==> src/rtl/y86_pkg.sv <==
// Shared Y86 constants: architectural status codes, instruction codes and
// the sequencer state enumeration.
package y86_pkg;

  // Architectural status codes presented on Stat.
  localparam logic [2:0] STAT_AOK = 3'd1;
  localparam logic [2:0] STAT_HLT = 3'd2;
  localparam logic [2:0] STAT_ADR = 3'd3;
  localparam logic [2:0] STAT_INS = 3'd4;

  // Instruction codes the control path cares about.
  localparam logic [3:0] I_HALT = 4'h0;
  localparam logic [3:0] I_JXX  = 4'h7;
  localparam logic [3:0] I_CALL = 4'h8;
  localparam logic [3:0] I_RET  = 4'h9;

  // Sequencer states. HALT and FAULT are terminal until reset.
  typedef enum logic [1:0] {
    S_IDLE  = 2'd0,
    S_RUN   = 2'd1,
    S_HALT  = 2'd2,
    S_FAULT = 2'd3
  } seq_state_t;

endpackage : y86_pkg

==> src/rtl/sat_counter.sv <==
// Up-counter with enable that sticks at all-ones instead of wrapping.
// The counter is cleared asynchronously by rst_n.
module sat_counter #(
  parameter int W = 32
) (
  input  logic         clk,
  input  logic         rst_n,
  input  logic         en,
  output logic [W-1:0] count
);

  logic [W-1:0] count_q;
  logic [W-1:0] count_d;

  // Next count: increment when enabled, hold once every bit is set.
  always_comb begin
    // NOTE: assigning the hold value first means every path drives count_d,
    // so no latch is inferred.
    count_d = count_q;
    if (en && (count_q != '1)) begin
      count_d = count_q + 1'b1;
    end
  end

  // Count register with asynchronous clear.
  always_ff @(posedge clk or negedge rst_n) begin
    // NOTE: non-blocking assignment keeps every flop sampling pre-edge values.
    if (!rst_n) count_q <= '0;
    else        count_q <= count_d;
  end

  assign count = count_q;

endmodule : sat_counter

==> src/rtl/pc_sequencer.sv <==
// PC register and status controller for the SEQ core. Commits PC_new when
// the memory side reports step_ready, stops on halt or on fault with the
// matching Stat code, and counts RUN cycles and committed instructions.
module pc_sequencer
  import y86_pkg::*;
#(
  parameter logic [63:0] RESET_PC = 64'h0,
  parameter int          CNT_W    = 32
) (
  input  logic             clk,
  input  logic             rst_n,
  input  logic             start,
  input  logic             step_ready,
  input  logic [63:0]      PC_new,
  input  logic [3:0]       icode,
  input  logic             instr_valid,
  input  logic             imem_error,
  input  logic             dmem_error,
  output logic [63:0]      PC,
  output logic [2:0]       Stat,
  output logic             running,
  output logic [CNT_W-1:0] cycle_count,
  output logic [CNT_W-1:0] instr_count
);

  seq_state_t  state_q, state_d;
  logic [63:0] pc_q, pc_d;
  logic [2:0]  stat_q, stat_d;
  logic        commit;
  logic        in_run;

  assign in_run = (state_q == S_RUN);

  // Next-state, next-PC and status decode. Errors are checked before halt,
  // and a stopping instruction leaves PC pointing at itself.
  always_comb begin
    state_d = state_q;
    pc_d    = pc_q;
    stat_d  = stat_q;
    commit  = 1'b0;
    unique case (state_q)
      S_IDLE: begin
        if (start) state_d = S_RUN;
      end
      S_RUN: begin
        if (step_ready) begin
          if (imem_error) begin
            state_d = S_FAULT;
            stat_d  = STAT_ADR;
          end else if (!instr_valid) begin
            state_d = S_FAULT;
            stat_d  = STAT_INS;
          end else if (dmem_error) begin
            state_d = S_FAULT;
            stat_d  = STAT_ADR;
          end else if (icode == I_HALT) begin
            state_d = S_HALT;
            stat_d  = STAT_HLT;
          end else begin
            pc_d   = PC_new;
            commit = 1'b1;
          end
        end
      end
      S_HALT, S_FAULT: begin
        // Terminal: only reset leaves these states.
      end
      default: begin
        state_d = S_IDLE;
      end
    endcase
  end

  // State, PC and status registers; reset restores the power-on view.
  always_ff @(posedge clk or negedge rst_n) begin
    if (!rst_n) begin
      state_q <= S_IDLE;
      pc_q    <= RESET_PC;
      stat_q  <= STAT_AOK;
    end else begin
      state_q <= state_d;
      pc_q    <= pc_d;
      stat_q  <= stat_d;
    end
  end

  sat_counter #(.W(CNT_W)) u_cycle_cnt (
    .clk   (clk),
    .rst_n (rst_n),
    .en    (in_run),
    .count (cycle_count)
  );

  sat_counter #(.W(CNT_W)) u_instr_cnt (
    .clk   (clk),
    .rst_n (rst_n),
    .en    (commit),
    .count (instr_count)
  );

  assign PC      = pc_q;
  assign Stat    = stat_q;
  assign running = in_run;

endmodule : pc_sequencer

==> config.mk <==
export PLATFORM = sky130hd
export DESIGN_NAME = pc_sequencer
export DESIGN_NICKNAME = d
export VERILOG_FILES = /design/src/rtl/y86_pkg.sv /design/src/rtl/sat_counter.sv /design/src/rtl/pc_sequencer.sv
export SDC_FILE = /design/constraint.sdc
export NUM_CORES = 1
export LEC_CHECK = 0
export CORE_UTILIZATION = 41
export CTS_CLUSTER_SIZE = 8
export DETAILED_ROUTE_END_ITERATION = 10
export GPL_ROUTABILITY_DRIVEN = 1
export PLACE_DENSITY = 0.79
export SYNTH_ARGS = -nofsm -noshare
export SYNTH_HDL_FRONTEND = slang
export SYNTH_SLANG_ARGS = --single-unit
==> constraint.sdc <==
create_clock -name clk -period 1.8 [get_ports clk]
set_input_delay 0.36 -clock clk [delete_from_list [all_inputs] [get_ports clk]]
set_output_delay 0.36 -clock clk [all_outputs]
set_load 0.005 [all_outputs]
==> results.md, run 1 <==
Min path:
- The tightest min-delay check is of the input pin to register type.
- The source of the worst hold timing path is imem_error.

Power:
- The switching share of power is 0.200.
- The peak ir drop on the vdd network is between 0.0006 and 0.0007 V.
- Dividing total power by cell area gives a power density of about 710 nW/um^2.
- The analysis attributes to net switching a power of approximately 0.0014 W.
- The proportion of power drawn by the clock network is 0.541.
- Of the total power, registers draw 0.424.
- The logic gate share of total power is 0.035.
- In this run the static leakage power is 5.26 nW.
- The internal power of the cells is around 0.0056 W.
- The design draws between 0.007 and 0.008 W.

Setup path:
- STA puts the critical path data required time at 2.09 ns.
- STA puts the critical path data arrival time at ~2.3 ns.
- In this run the worst path has a maximum fanout of 6.
- The most critical setup path has its startpoint at u_cycle_cnt.count[26].
- STA classifies the critical path endpoint as a register.
- The reg-to-reg critical path startpoint is u_cycle_cnt.count[26].
- STA classifies the critical path startpoint as a register.
- The critical path in this run is classified as register to register.

CTS:
- The clock insertion delay at the later pin of the skew report is about 0.43 ns.
- The clock-pin transition on the worst setup and hold timing paths is roughly 0.060 ns.
- The number of sinks on the clock net is ~130.
- The number of buffers created by CTS is 17.
- The tree is rooted in a clkbuf_16.
- The number of levels the H-tree was split into is 4.
- TritonCTS built the clock tree.
- The number of buffers on the longest clock path is 2.

Detailed routing:
- The violation count after the first detailed-routing iteration is between 300 and 400.
- Signal routing reaches up to met4.
- Dividing the detail-routed wire length by the instance count gives around 17 um.
- The final wirelength is between 15000 and 20000 um.
- Using the TritonRoute via totals, the vias-per-cell ratio works out to around 5.1.
- In this run the remaining antenna-violating nets after routing total 0.
- The length of routed met3 wiring is between 1000 and 1500 um.
- The total number of vias is between 5000 and 6000.
- The sum of routed wire segments on met1 is 7350 um.
- The routed length on met2 is about 9900 um.
- After detailed routing, the number of remaining DRC violations is 0.
- The number of detailed-route iterations in the first pass is 5.

Layout:
- Relative to the synthesized area, the layout overhead comes to 72.3%.
- The total area of sequential cells is around 3300 um^2.
- The final layout net count is ~990.
- The multi-input combinational cells in the finished layout cover a total of roughly 2500 um^2.
- The count of filler cells inserted in the layout is a little over 900.
- Once layout is complete, the utilization of the core stands at 0.734.
- Of the cells placed in the final design, the portion with a size suffix greater than 1 is 0.217.
- The final cell count without fillers is 1097.
- The number of antenna diodes in the final layout is 0.

Global route:
- The aggregate global-route resource usage is 0.250.
- The initial antenna violation count came to 0.
- The via count of the first global-routing pass was roughly 5700.
- The remaining global-route overflow is 0.
- The pin count of the biggest net entering global routing is 64.
- The first-pass GRT wire length is 27800 um.

Synthesis:
- The share of synthesized area in the top cell type comes to 0.576.
- Synthesis inferred roughly 130 register bits.
- dfrtp_1 takes more of the synthesized area than any other cell.
- For this run, asynchronously set or reset flops after synthesis account for 1.00.
- The post-synthesis cell area is between 5000 and 6000 um^2.
- Synthesis produced a netlist whose cell count is 591.
- During synthesis, Yosys emitted a total of 0 warnings.
- Ranked by total cell area, the synthesized netlist is headed by dfrtp_1 58%, nand2_1 14%, xnor2_1 4.7%.
- The average size of a mapped cell is about 9.7 um^2.
- The sequential fraction of the synthesis area is 0.581.
- Yosys mapped a number of flops with a built-in enable equal to 0.
- The net count after synthesis is approximately 670.
- The count of distinct cell types in the synthesized netlist is between 40 and 50.
- The flip-flop cell with the highest count after synthesis is dfrtp_1.

STA:
- For the final database, setup skew stands at roughly 0.013 ns.
- The highest achievable clock rate is ~510 MHz.
- The minimum hold slack is 0.395 ns.
- The minimum clock period after layout is between 1.5 and 2 ns.
- The number of hold violations in the final report is 0.
- The post-route worst setup slack is -0.161 ns.
- The normalized max-slew margin is 0.688.
- Setup repair after global routing could not meet its margin everywhere.
- The actual transition at the worst max-transition pin is ~0.46 ns.
- The final worst-path cycle share is 1.09.
- Setup violations remaining at the end of the flow were counted as 35.
- The max-slew violation total from the final report is 0.

Place:
- The HPWL reported at the end of detailed placement is about 12000 um.
- The congestion estimate from routability-driven global placement came to slightly below 0.9.
- Once placement completed, the tool counted placed cells totaling a little over 1000.
- The number of buffers inserted by port buffering is around 210.
- The post-placement setup slack is -0.846 ns.

Run status:
- The final reports fail on negative setup slack.
- The run finished, with violations left.

Floorplanning:
- The vertical die dimension is between 100 and 150 um.
- The number of placement rows is 42.
- The core region is between 10000 and 15000 um^2.
- The full die area is ~14000 um^2.
- For this design the top-level I/O count stands at 207.
- The effective utilization at floorplan is 0.426.
- The overall die width is between 100 and 150 um.

Flow run:
- Across the run, the number of max-cap violations was 0.
[registers in the layout (all words and copies together), names as in the netlist]
| register | cells |
|---|---|
| Stat | 3 |
| PC | 64 |
| u_instr_cnt.count | 32 |
| u_cycle_cnt.count | 32 |
| state_q | 2 |
[logic make-up (layout without fill, tap and decap cells)]
kind of cell / after synthesis / count (layout) / synth area share
muxes: 4 / 4 / 0.00764
and+or+nand+nor: 345 / 345 / 0.277
DFF: 133 / 133 / 0.581
adders and majority gates: 2 / 2 / 0.00436
buffers and inverters: 33 / 363 / 0.0227
AOI/OAI and AO/OA: 16 / 16 / 0.0194
xor gates and xnor gates: 58 / 58 / 0.0886
[power groups by stage]
stage,Combinational (W),Clock (W),Sequential (W)
after floorplan,0.00000529,0,0.00305
after global routing,0.000270,0.00399,0.00299
after detailed placement,0.000250,0,0.00304
after global placement,0.000245,0,0.00304
after CTS,0.000251,0.00385,0.00299
final,0.000248,0.00381,0.00299
[final cells by class]
cell class,count,area share
sequential,133,0.337
timing repair buffer,321,0.313
multi-input combinational,425,0.258
clock buffer,19,0.0448
tap,176,0.0223
clock inverter,12,0.0205
inverter,11,0.00418
[cell usage after synthesis (4+ instances only)]
cell      count
a21oi_1       7
and2_1        4
and3_1       11
and4_1        5
clkbuf_1     17
dfrtp_1     132
inv_1        11
nand2_1     215
nand3_1      27
nand4_1      26
nor2_1       18
nor3_1       16
nor4_1        9
xnor2_1      31
xor2_1       27
[through the flow]
stage               TNS, ns  area [um^2]
CTS                   -1.43         9550
floorplan             -4.46         5840
global placement     -62.81         8680
global route          -5.12         9880
finish                -2.85         9880
detailed placement   -69.99         8680
[worst paths after layout]
check | to | slack [ns] | depth (start not counted)
max in group asynchronous | PC[50] | 0.78 | 3
max | u_cycle_cnt.count[7] | -0.16 | 6
max reg2reg | u_cycle_cnt.count[7] | -0.16 | 6
min reg2reg | PC[42] | 0.47 | 2
min | Stat[2] | 0.40 | 3
min in group asynchronous | u_cycle_cnt.count[9] | 0.42 | 2
[cells in the final DEF (no fill, tap or decap), drive strengths merged, types with 2 or more instances in the layout]
cell type / instances
dlymetal6s2s: 24
nor3: 17
nor3b: 2
buf: 115
nand3: 27
clkdlybuf4s50: 165
clkinv: 2
xor2: 27
a21oi: 8
bufinv: 5
ha: 2
clkbuf: 20
nand2: 215
nand4: 26
dlygate4sd2: 15
and2: 4
clkinvlp: 4
dfrtp: 132
o211ai: 2
and3: 11
inv: 12
nor4: 10
mux2: 3
nor2: 18
xnor2: 31
and4: 5
[metal layers]
layer,up-vias,track usage
met4,0,0.0856
li1,2604,-
met2,237,0.446
met3,44,0.0835
met1,2758,0.279
met5,-,0
[timing repair]
action | in CTS | in global routing
pin swaps | 11 | 25
gates resized for setup | 47 | 58
endpoints found under the hold margin | 35 | 0
endpoints found under the setup margin | 134 | 108
setup buffers | 12 | 18
hold buffers | 1 | 0
[critical path: stages, from the launching register on]
cell	delay, ns
dfrtp_1	0.35
nand4_1	0.15
or4_4	0.62
nor4_4	0.27
buf_4	0.23
nor3_1	0.07
xor2_1	0.14
No activity file was read; power rests on OpenSTA's default activity.
==> run 2: changes to the inputs <==
--- a/config.mk
+++ b/config.mk
@@ -5,6 +5,7 @@
 export SDC_FILE = /design/constraint.sdc
 export NUM_CORES = 1
 export LEC_CHECK = 0
+export CORE_MARGIN = 3
 export CORE_UTILIZATION = 41
 export CTS_CLUSTER_SIZE = 8
 export DETAILED_ROUTE_END_ITERATION = 10
==> constraint.sdc (replaced) <==
create_clock -name clk -period 1.8 [get_ports clk]
set_input_delay 0.36 -clock clk [delete_from_list [all_inputs] [get_ports clk]]
set_output_delay 0.36 -clock clk [all_outputs]
set_load 0.1 [all_outputs]
==> run 2 against run 1 <==
Effect of this change:
- the run still ends with negative setup slack left
- largest power group unchanged
- register-to-register slack worse by 0.19 ns
- global-route usage up 1.6 points
- die area up 6.8%
- highest routed layer unchanged
- sequential power about the same
- largest cell class is now buffers
==> results.md, run 2 (synthesized netlist as in run 1, its figures left out) <==
Layout:
- The count of antenna diodes in the layout is 0 (unchanged).
- The layout cell share with drive strength beyond 1 is 0.427 (+0.210).
- The signed area change from the synthesized netlist to the final layout is 97.8%.
- The final layout net count came to 978 (-0.81%).
- Leaving out fill and tap cells, the most frequent cells in the layout are 213 x nand2_1, 135 x buf_12, 88 x buf_4.
- The total area of sequential cells came to 3530 um^2 (+6.0%).
- The number of flip-flops in the largest register is 64 (unchanged).
- The count of filler cells inserted in the layout was 645 (-31%).
- The summed area of non-filler cells in the final layout is 11300 um^2 (+15%).
- The area of the multi-input gates was 2620 um^2 (+2.7%).
- The most common cell after layout, fill and taps aside is nand2_1.

CTS:
- The clock tree from TritonCTS is built.
- The clock root buffer master is clkbuf_16.
- The number of sinks on the clock net came to 133 (unchanged).
- The number of buffers created by CTS is 17 (unchanged).
- The number of levels the H-tree was split into is 4 (unchanged).
- The number of buffers on the longest clock path is 2 (unchanged).
- The clock-pin transition on the worst setup and hold timing paths is 0.06 ns (about the same).
- The clock insertion delay at the later pin of the skew report is 0.42 ns (about the same).

STA:
- The max-slew violation total from the final report is 0 (unchanged).
- The number of hold violations in the final report was 0 (unchanged).
- The minimum clock period after layout is 2.15 ns (+0.191 ns).
- The actual transition at the worst max-transition pin is 0.416 ns (-0.0482 ns).
- The final worst-path cycle share came to 1.20 (+0.106).
- The highest achievable clock rate was 465 MHz (-8.9%).
- The total setup violations reported at the end of the flow is 33 (-5.7%).
- The normalized max-slew margin is 0.720 (+0.0324).
- Setup repair after global routing could not meet its margin everywhere.
- The minimum hold slack was 0.408 ns (+0.0123 ns).
- The post-route worst setup slack came to -0.353 ns (-0.191 ns).
- The clock skew after layout is 0.00785 ns (-0.00547 ns).

Floorplanning:
- The number of placement rows was 42 (unchanged).
- The core area came to 13500 um^2 (unchanged).
- The I/O pin count is 207 (unchanged).
- The effective utilization at floorplan was 0.426 (unchanged).
- The vertical die dimension is 124 um (+3.3%).
- The overall die width is 124 um (+3.3%).
- The full die area was 15400 um^2 (+6.8%).

Min path:
- The worst min-delay path class is input pin to async pin.

Power:
- The total power divided by cell area is 608 nW/um^2 (-15%).
- The sequential share of power is 0.433 (+0.009).
- The internal power of the cells was 0.00550 W (-2.4%).
- The logic gate share of total power was 0.036 (about the same).
- The proportion of power drawn by the clock network is 0.531 (-0.010).
- The net switching power is 0.00139 W (-1.3%).
- The total leakage power is 5.34 nW (+1.5%).
- The switching share of power was 0.202 (+0.00174).
- The peak ir drop on the vdd network was 0.000649 V (+5.9%).
- The final total power is 0.00690 W (-2.2%).

Detailed routing:
- The violation count after the first detailed-routing iteration came to 502 (+61%).
- The total number of vias is 5819 (+3.1%).
- The number of detailed-route iterations in the first pass came to 6 (+1).
- The average routed wire per standard cell was 19.4 um (+12%).
- The remaining design rule violation count came to 0 (unchanged).
- The remaining antenna violation count is 0 (unchanged).
- The final wirelength is 21200 um (+11%).
- The via-per-instance ratio is 5.34 (+3.8%).

Setup path:
- The sort of element at the end of the critical path is a register.
- Traced cell by cell, the critical path runs through nand4_1, or4_4, nor4_4, buf_4, buf_8, nor3_1, xor2_1.
- The peak fanout along the critical path is 7 (+1).
- The critical path required time is 2.07 ns (-0.02 ns).
- The critical path class is register to register.
- The longest individual stage delay on the worst path is 0.61 ns (about the same).
- The slowest stage of the critical path belongs to the cell or4_4.
- The arrival time of data at the critical path endpoint is 2.42 ns (+0.17 ns).
- The worst reg2reg path depth is 7 (+1).
- STA classifies the critical path startpoint as a register.

Global route:
- The aggregate global-route resource usage is 0.266 (+0.0160).
- The pin count of the biggest net entering global routing was 56 (-13%).
- The remaining global-route overflow is 0 (unchanged).
- The initial antenna violation count is 0 (unchanged).
- The via count of the first global-routing pass is 6152 (+7.3%).
- The first-pass GRT wire length is 33300 um (+20%).

Place:
- The number of buffers inserted by port buffering came to 206 (unchanged).
- The post-placement setup slack came to -0.870 ns (-0.0237 ns).
- The placed standard-cell area is 10300 um^2 (+19%).
- The global placer's final weighted congestion is 0.878 (+0.80%).
- The HPWL reported at the end of detailed placement came to 14200 um (+17%).

Run status:
- The flow ran to the end, but the final reports show violations.
- The final reports fail on negative setup slack.

Flow run:
- The reported max-cap violation count was 0 (unchanged).
## run 2: cell count changes in the layout (fill, tap and decap cells not counted), sizes merged
cell           before  now
inv                12   11
clkbuf             20   21
dlymetal6s2s       24    1
clkinv              2    6
dlygate4sd2        15    3
clkinvlp            4    2
buf               115  238
bufinv              5    4
clkdlybuf4s50     165   69
## run 2: final cells by class
cell class | count | area share
inverter | 11 | 0.00397
timing repair buffer | 313 | 0.379
multi-input combinational | 425 | 0.231
clock inverter | 12 | 0.0157
clock buffer | 20 | 0.0394
sequential | 133 | 0.311
tap | 176 | 0.0194
## run 2: metal layers
layer | GRT usage | wire length (um) | vias to the layer above
li1 | - | - | 2578
met1 | 0.310 | 7990 | 2907
met2 | 0.473 | 11200 | 275
met3 | 0.0699 | 1350 | 59
met4 | 0.0935 | 654 | 0
met5 | 0 | 0 | -
## run 2: what timing repair did
item	CTS	global route
gates cloned	0	2
resized for setup	30	35
endpoints found under the hold margin	22	0
hold buffers	1	0
setup buffers	8	6
pin swaps	13	23
setup endpoints to repair	125	102
## run 2: metrics by stage
step	utilization	std cells	setup TNS, ns
final	0.843	1090	-8.54
after global routing	0.843	1090	-10.19
after CTS	0.827	1083	-4.55
after detailed placement	0.767	1042	-69.59
after global placement	0.767	1042	-62.32
after floorplan	-	591	-10.29
## run 2: path summary, 6_finish.rpt
check                                       from                    end  slack (ns)
min reg2reg                              Stat[0]                Stat[0]        0.51
max in group asynchronous                  rst_n  u_cycle_cnt.count[17]        0.75
max reg2reg                u_cycle_cnt.count[26]  u_cycle_cnt.count[10]       -0.35
min in group clk                     instr_valid                Stat[2]        0.41
min                                        rst_n  u_cycle_cnt.count[15]        0.41
max                        u_cycle_cnt.count[26]  u_cycle_cnt.count[10]       -0.35
## run 2: critical path, delay by kind of cell, from the launching register on
| family | cells | cell delay, ns |
|---|---|---|
| xor+xnor | 1 | 0.16 |
| buf+inv | 2 | 0.33 |
| flops | 1 | 0.42 |
| simple gates | 4 | 1.11 |
## run 2: power by group through the flow
stage	clock, W	combinational [W]	sequential [W]
2_1_floorplan	0	0.00000529	0.00305
3_3_place_gp	0	0.000245	0.00305
3_5_place_dp	0	0.000250	0.00305
4_1_cts	0.00368	0.000252	0.00299
5_1_grt	0.00385	0.000270	0.00299
6_report	0.00366	0.000247	0.00299
==> run 3: changes to the inputs <==
--- a/config.mk
+++ b/config.mk
@@ -5,12 +5,12 @@
 export SDC_FILE = /design/constraint.sdc
 export NUM_CORES = 1
 export LEC_CHECK = 0
-export CORE_MARGIN = 3
 export CORE_UTILIZATION = 41
 export CTS_CLUSTER_SIZE = 8
 export DETAILED_ROUTE_END_ITERATION = 10
-export GPL_ROUTABILITY_DRIVEN = 1
+export GPL_ROUTABILITY_DRIVEN = 0
 export PLACE_DENSITY = 0.79
 export SYNTH_ARGS = -nofsm -noshare
 export SYNTH_HDL_FRONTEND = slang
 export SYNTH_SLANG_ARGS = --single-unit
+export TNS_END_PERCENT = 10
==> run 3 against run 2 <==
Effect of this change:
- the flow still finishes with violations (negative setup slack)
- utilization decreased by 2.1 points
- power increased by 6.3%
- flip-flop and latch count unchanged
- largest cell class unchanged
- clock skew decreased by 0.0012 ns
- combinational power increased by 2%
- critical path depth decreased by 1
- cell area decreased by 2.5%
==> results.md, run 3 (synthesized netlist as in run 1, its figures left out) <==
Run status:
- The flow ran to the end, but the final reports show violations.
- The checks that failed: negative setup slack.

STA:
- Setup repair after global routing could not meet its margin everywhere.
- The clock skew after layout was 0.00662 ns (-0.00122 ns).
- The actual transition at the worst max-transition pin was 0.499 ns (+0.0833 ns).
- The total setup violations reported at the end of the flow is 29 (-12%).
- The minimum clock period after layout is 2.03 ns (-0.119 ns).
- The max-slew violation total from the final report is 0 (unchanged).
- The number of hold violations in the final report is 0 (unchanged).
- The minimum hold slack is 0.413 ns (+0.00557 ns).
- The highest achievable clock rate is 492 MHz (+5.9%).
- The normalized max-slew margin is 0.667 (-0.0530).
- The post-route worst setup slack is -0.233 ns (+0.119 ns).
- The final worst-path cycle share is 1.13 (-0.0664).

Layout:
- The count of antenna diodes in the layout was 0 (unchanged).
- The library cell used most frequently in the layout, excluding fill and tap cells, is nand2_1.
- The final layout net count is 966 (-1.2%).
- The number of flip-flops in the largest register was 64 (unchanged).
- The total area of sequential cells came to 3440 um^2 (-2.6%).
- In the layout the commonest cells are 213 x nand2_1, 138 x buf_12, 80 x buf_4.
- The count of filler cells inserted in the layout is 676 (+4.8%).
- The layout cell share with drive strength beyond 1 is 0.395 (-0.0320).
- The area of the multi-input gates is 2460 um^2 (-6.2%).
- The summed area of non-filler cells in the final layout came to 11100 um^2 (-2.5%).
- Relative to the synthesized area, the layout overhead comes to 92.8%.

Global route:
- The pin count of the biggest net entering global routing is 65 (+16%).
- The initial antenna violation count is 0 (unchanged).
- The via count of the first global-routing pass came to 6099 (-0.86%).
- The aggregate global-route resource usage came to 0.284 (+0.0180).
- The first-pass GRT wire length came to 31300 um (-5.7%).
- The remaining global-route overflow was 0 (unchanged).

Detailed routing:
- The average routed wire per standard cell is 18.5 um (-5.1%).
- The number of detailed-route iterations in the first pass is 4 (-2).
- The top routing layer in use is met4.
- The violation count after the first detailed-routing iteration is 323 (-36%).
- The final wirelength is 19900 um (-6.2%).
- The remaining design rule violation count was 0 (unchanged).
- The length of routed met3 wiring is 1390 um (+3.0%).
- The sum of routed wire segments on met1 is 7030 um (-12%).
- The routed length on met2 is 11000 um (-1.7%).
- The via-per-instance ratio is 5.21 (-2.4%).
- The remaining antenna violation count is 0 (unchanged).
- The total number of vias is 5614 (-3.5%).

CTS:
- TritonCTS built the clock tree.
- The number of buffers on the longest clock path is 2 (unchanged).
- The clock root buffer master is clkbuf_16.
- The clock insertion delay at the later pin of the skew report was 0.42 ns (about the same).
- The number of buffers created by CTS is 17 (unchanged).
- The clock-pin transition on the worst setup and hold timing paths is 0.05 ns (about the same).
- The number of levels the H-tree was split into is 4 (unchanged).
- The number of sinks on the clock net is 133 (unchanged).

Place:
- The number of buffers inserted by port buffering is 206 (unchanged).
- The placed standard-cell area was 10100 um^2 (-1.9%).
- The HPWL reported at the end of detailed placement is 14200 um (about the same).
- The post-placement setup slack is -0.913 ns (-0.0427 ns).

Power:
- The total leakage power was 5.25 nW (-1.6%).
- The final total power was 0.00733 W (+6.3%).
- The peak ir drop on the vdd network is 0.000661 V (+1.9%).
- The total power divided by cell area is 663 nW/um^2 (+9.1%).

Floorplanning:
- The I/O pin count is 207 (unchanged).
- The full die area was 14500 um^2 (-6.3%).
- The number of placement rows is 42 (unchanged).
- The core area was 13500 um^2 (unchanged).
- The overall die width came to 120 um (-3.2%).
- The effective utilization at floorplan was 0.426 (unchanged).
- The vertical die dimension is 120 um (-3.2%).

Setup path:
- The sort of element at the end of the critical path is a register.
- The startpoint identified for the worst register-to-register timing path is u_cycle_cnt.count[27].
- In this run the critical register-to-register path is captured at u_cycle_cnt.count[10].
- The worst reg2reg path depth is 6 (-1).
- The peak fanout along the critical path was 5 (-2).
- The critical path required time is 2.08 ns (about the same).
- The signal on the critical path passes through nand4_1, or4_4, nor4_4, buf_2, nor3_1, xor2_1.
- The critical path class is register to register.
- The arrival time of data at the critical path endpoint is 2.31 ns (-0.11 ns).
- The master of the slowest instance on the critical path is or4_4.
- The longest individual stage delay on the worst path is 0.60 ns (about the same).
- The worst setup path is launched from a register.
- The register-to-register setup slack is -0.23 ns (+0.12 ns).

Min path:
- The cell count of the worst hold path is 3.
- The startpoint identified for the worst hold timing path is imem_error.
- The worst min-delay path class is input pin to register.
- The end of the worst hold path is Stat[2].

Flow run:
- The reported max-cap violation count is 0 (unchanged).
-- run 3: cell count changes in the layout (fill, tap and decap cells not counted), sizes merged, moves of 2 or more --
cell    change
buf        -11
clkinv      -4
bufinv      +3
clkbuf      +2
-- run 3: final cells by class --
cell class              count  share of cell area
multi-input cells         425               0.222
flip-flops and latches    133               0.311
well taps                 176              0.0199
repair buffers            301               0.379
clock buffers              23              0.0432
inverters                  11             0.00407
clock inverters             9              0.0199
-- run 3: worst max path at each step --
stage                                     start                    end  slack (ns)  depth (start not counted)
final                     u_cycle_cnt.count[27]  u_cycle_cnt.count[10]       -0.23                          6
after global routing      u_cycle_cnt.count[27]  u_cycle_cnt.count[10]       -0.28                          6
after CTS                 u_cycle_cnt.count[27]   u_cycle_cnt.count[4]       -0.21                          6
after detailed placement            instr_valid  u_instr_cnt.count[12]       -0.91                          7
after global placement              instr_valid  u_instr_cnt.count[28]       -0.88                          6
after floorplan           u_cycle_cnt.count[22]   u_cycle_cnt.count[6]       -0.36                          7
-- run 3: critical path, delay by kind of cell, from the launching register on --
kind / cells / cell delay (ns)
DFF: 1 / 0.41
buffers and inverters: 1 / 0.23
and+or+nand+nor: 4 / 1.11
xor gates and xnor gates: 1 / 0.15
-- run 3: power breakdown --
part | leakage (nW) | internal (W) | total [W] | switching [W]
Sequential | 1.73 | 0.00299 | 0.00299 | 0
Combinational | 3.19 | 0.000158 | 0.000251 | 0.0000930
Clock | 0.341 | 0.00284 | 0.00409 | 0.00125
Total | 5.25 | 0.00599 | 0.00733 | 0.00134
-- run 3: per-stage QoR --
stage	TNS, ns	instances	utilization
finish	-3.10	1078	0.822
floorplan	-21.26	591	-
global placement	-67.30	1041	0.752
global route	-4.86	1078	0.822
CTS	-3.02	1075	0.810
detailed placement	-72.18	1041	0.752
-- run 3: timing repair --
action                                 CTS  global route
gates resized for setup                 17            28
hold buffers                             1             0
pin swaps                                7             6
endpoints found under the hold margin   29             0
setup endpoints to repair              121            87
gates cloned                             0             1
buffers inserted                         1             2
-- run 3: routing by layer --
metal,vias to the layer above,track usage
li1,2553,-
met1,2782,0.301
met2,238,0.517
met3,41,0.0925
met4,0,0.117
met5,-,0
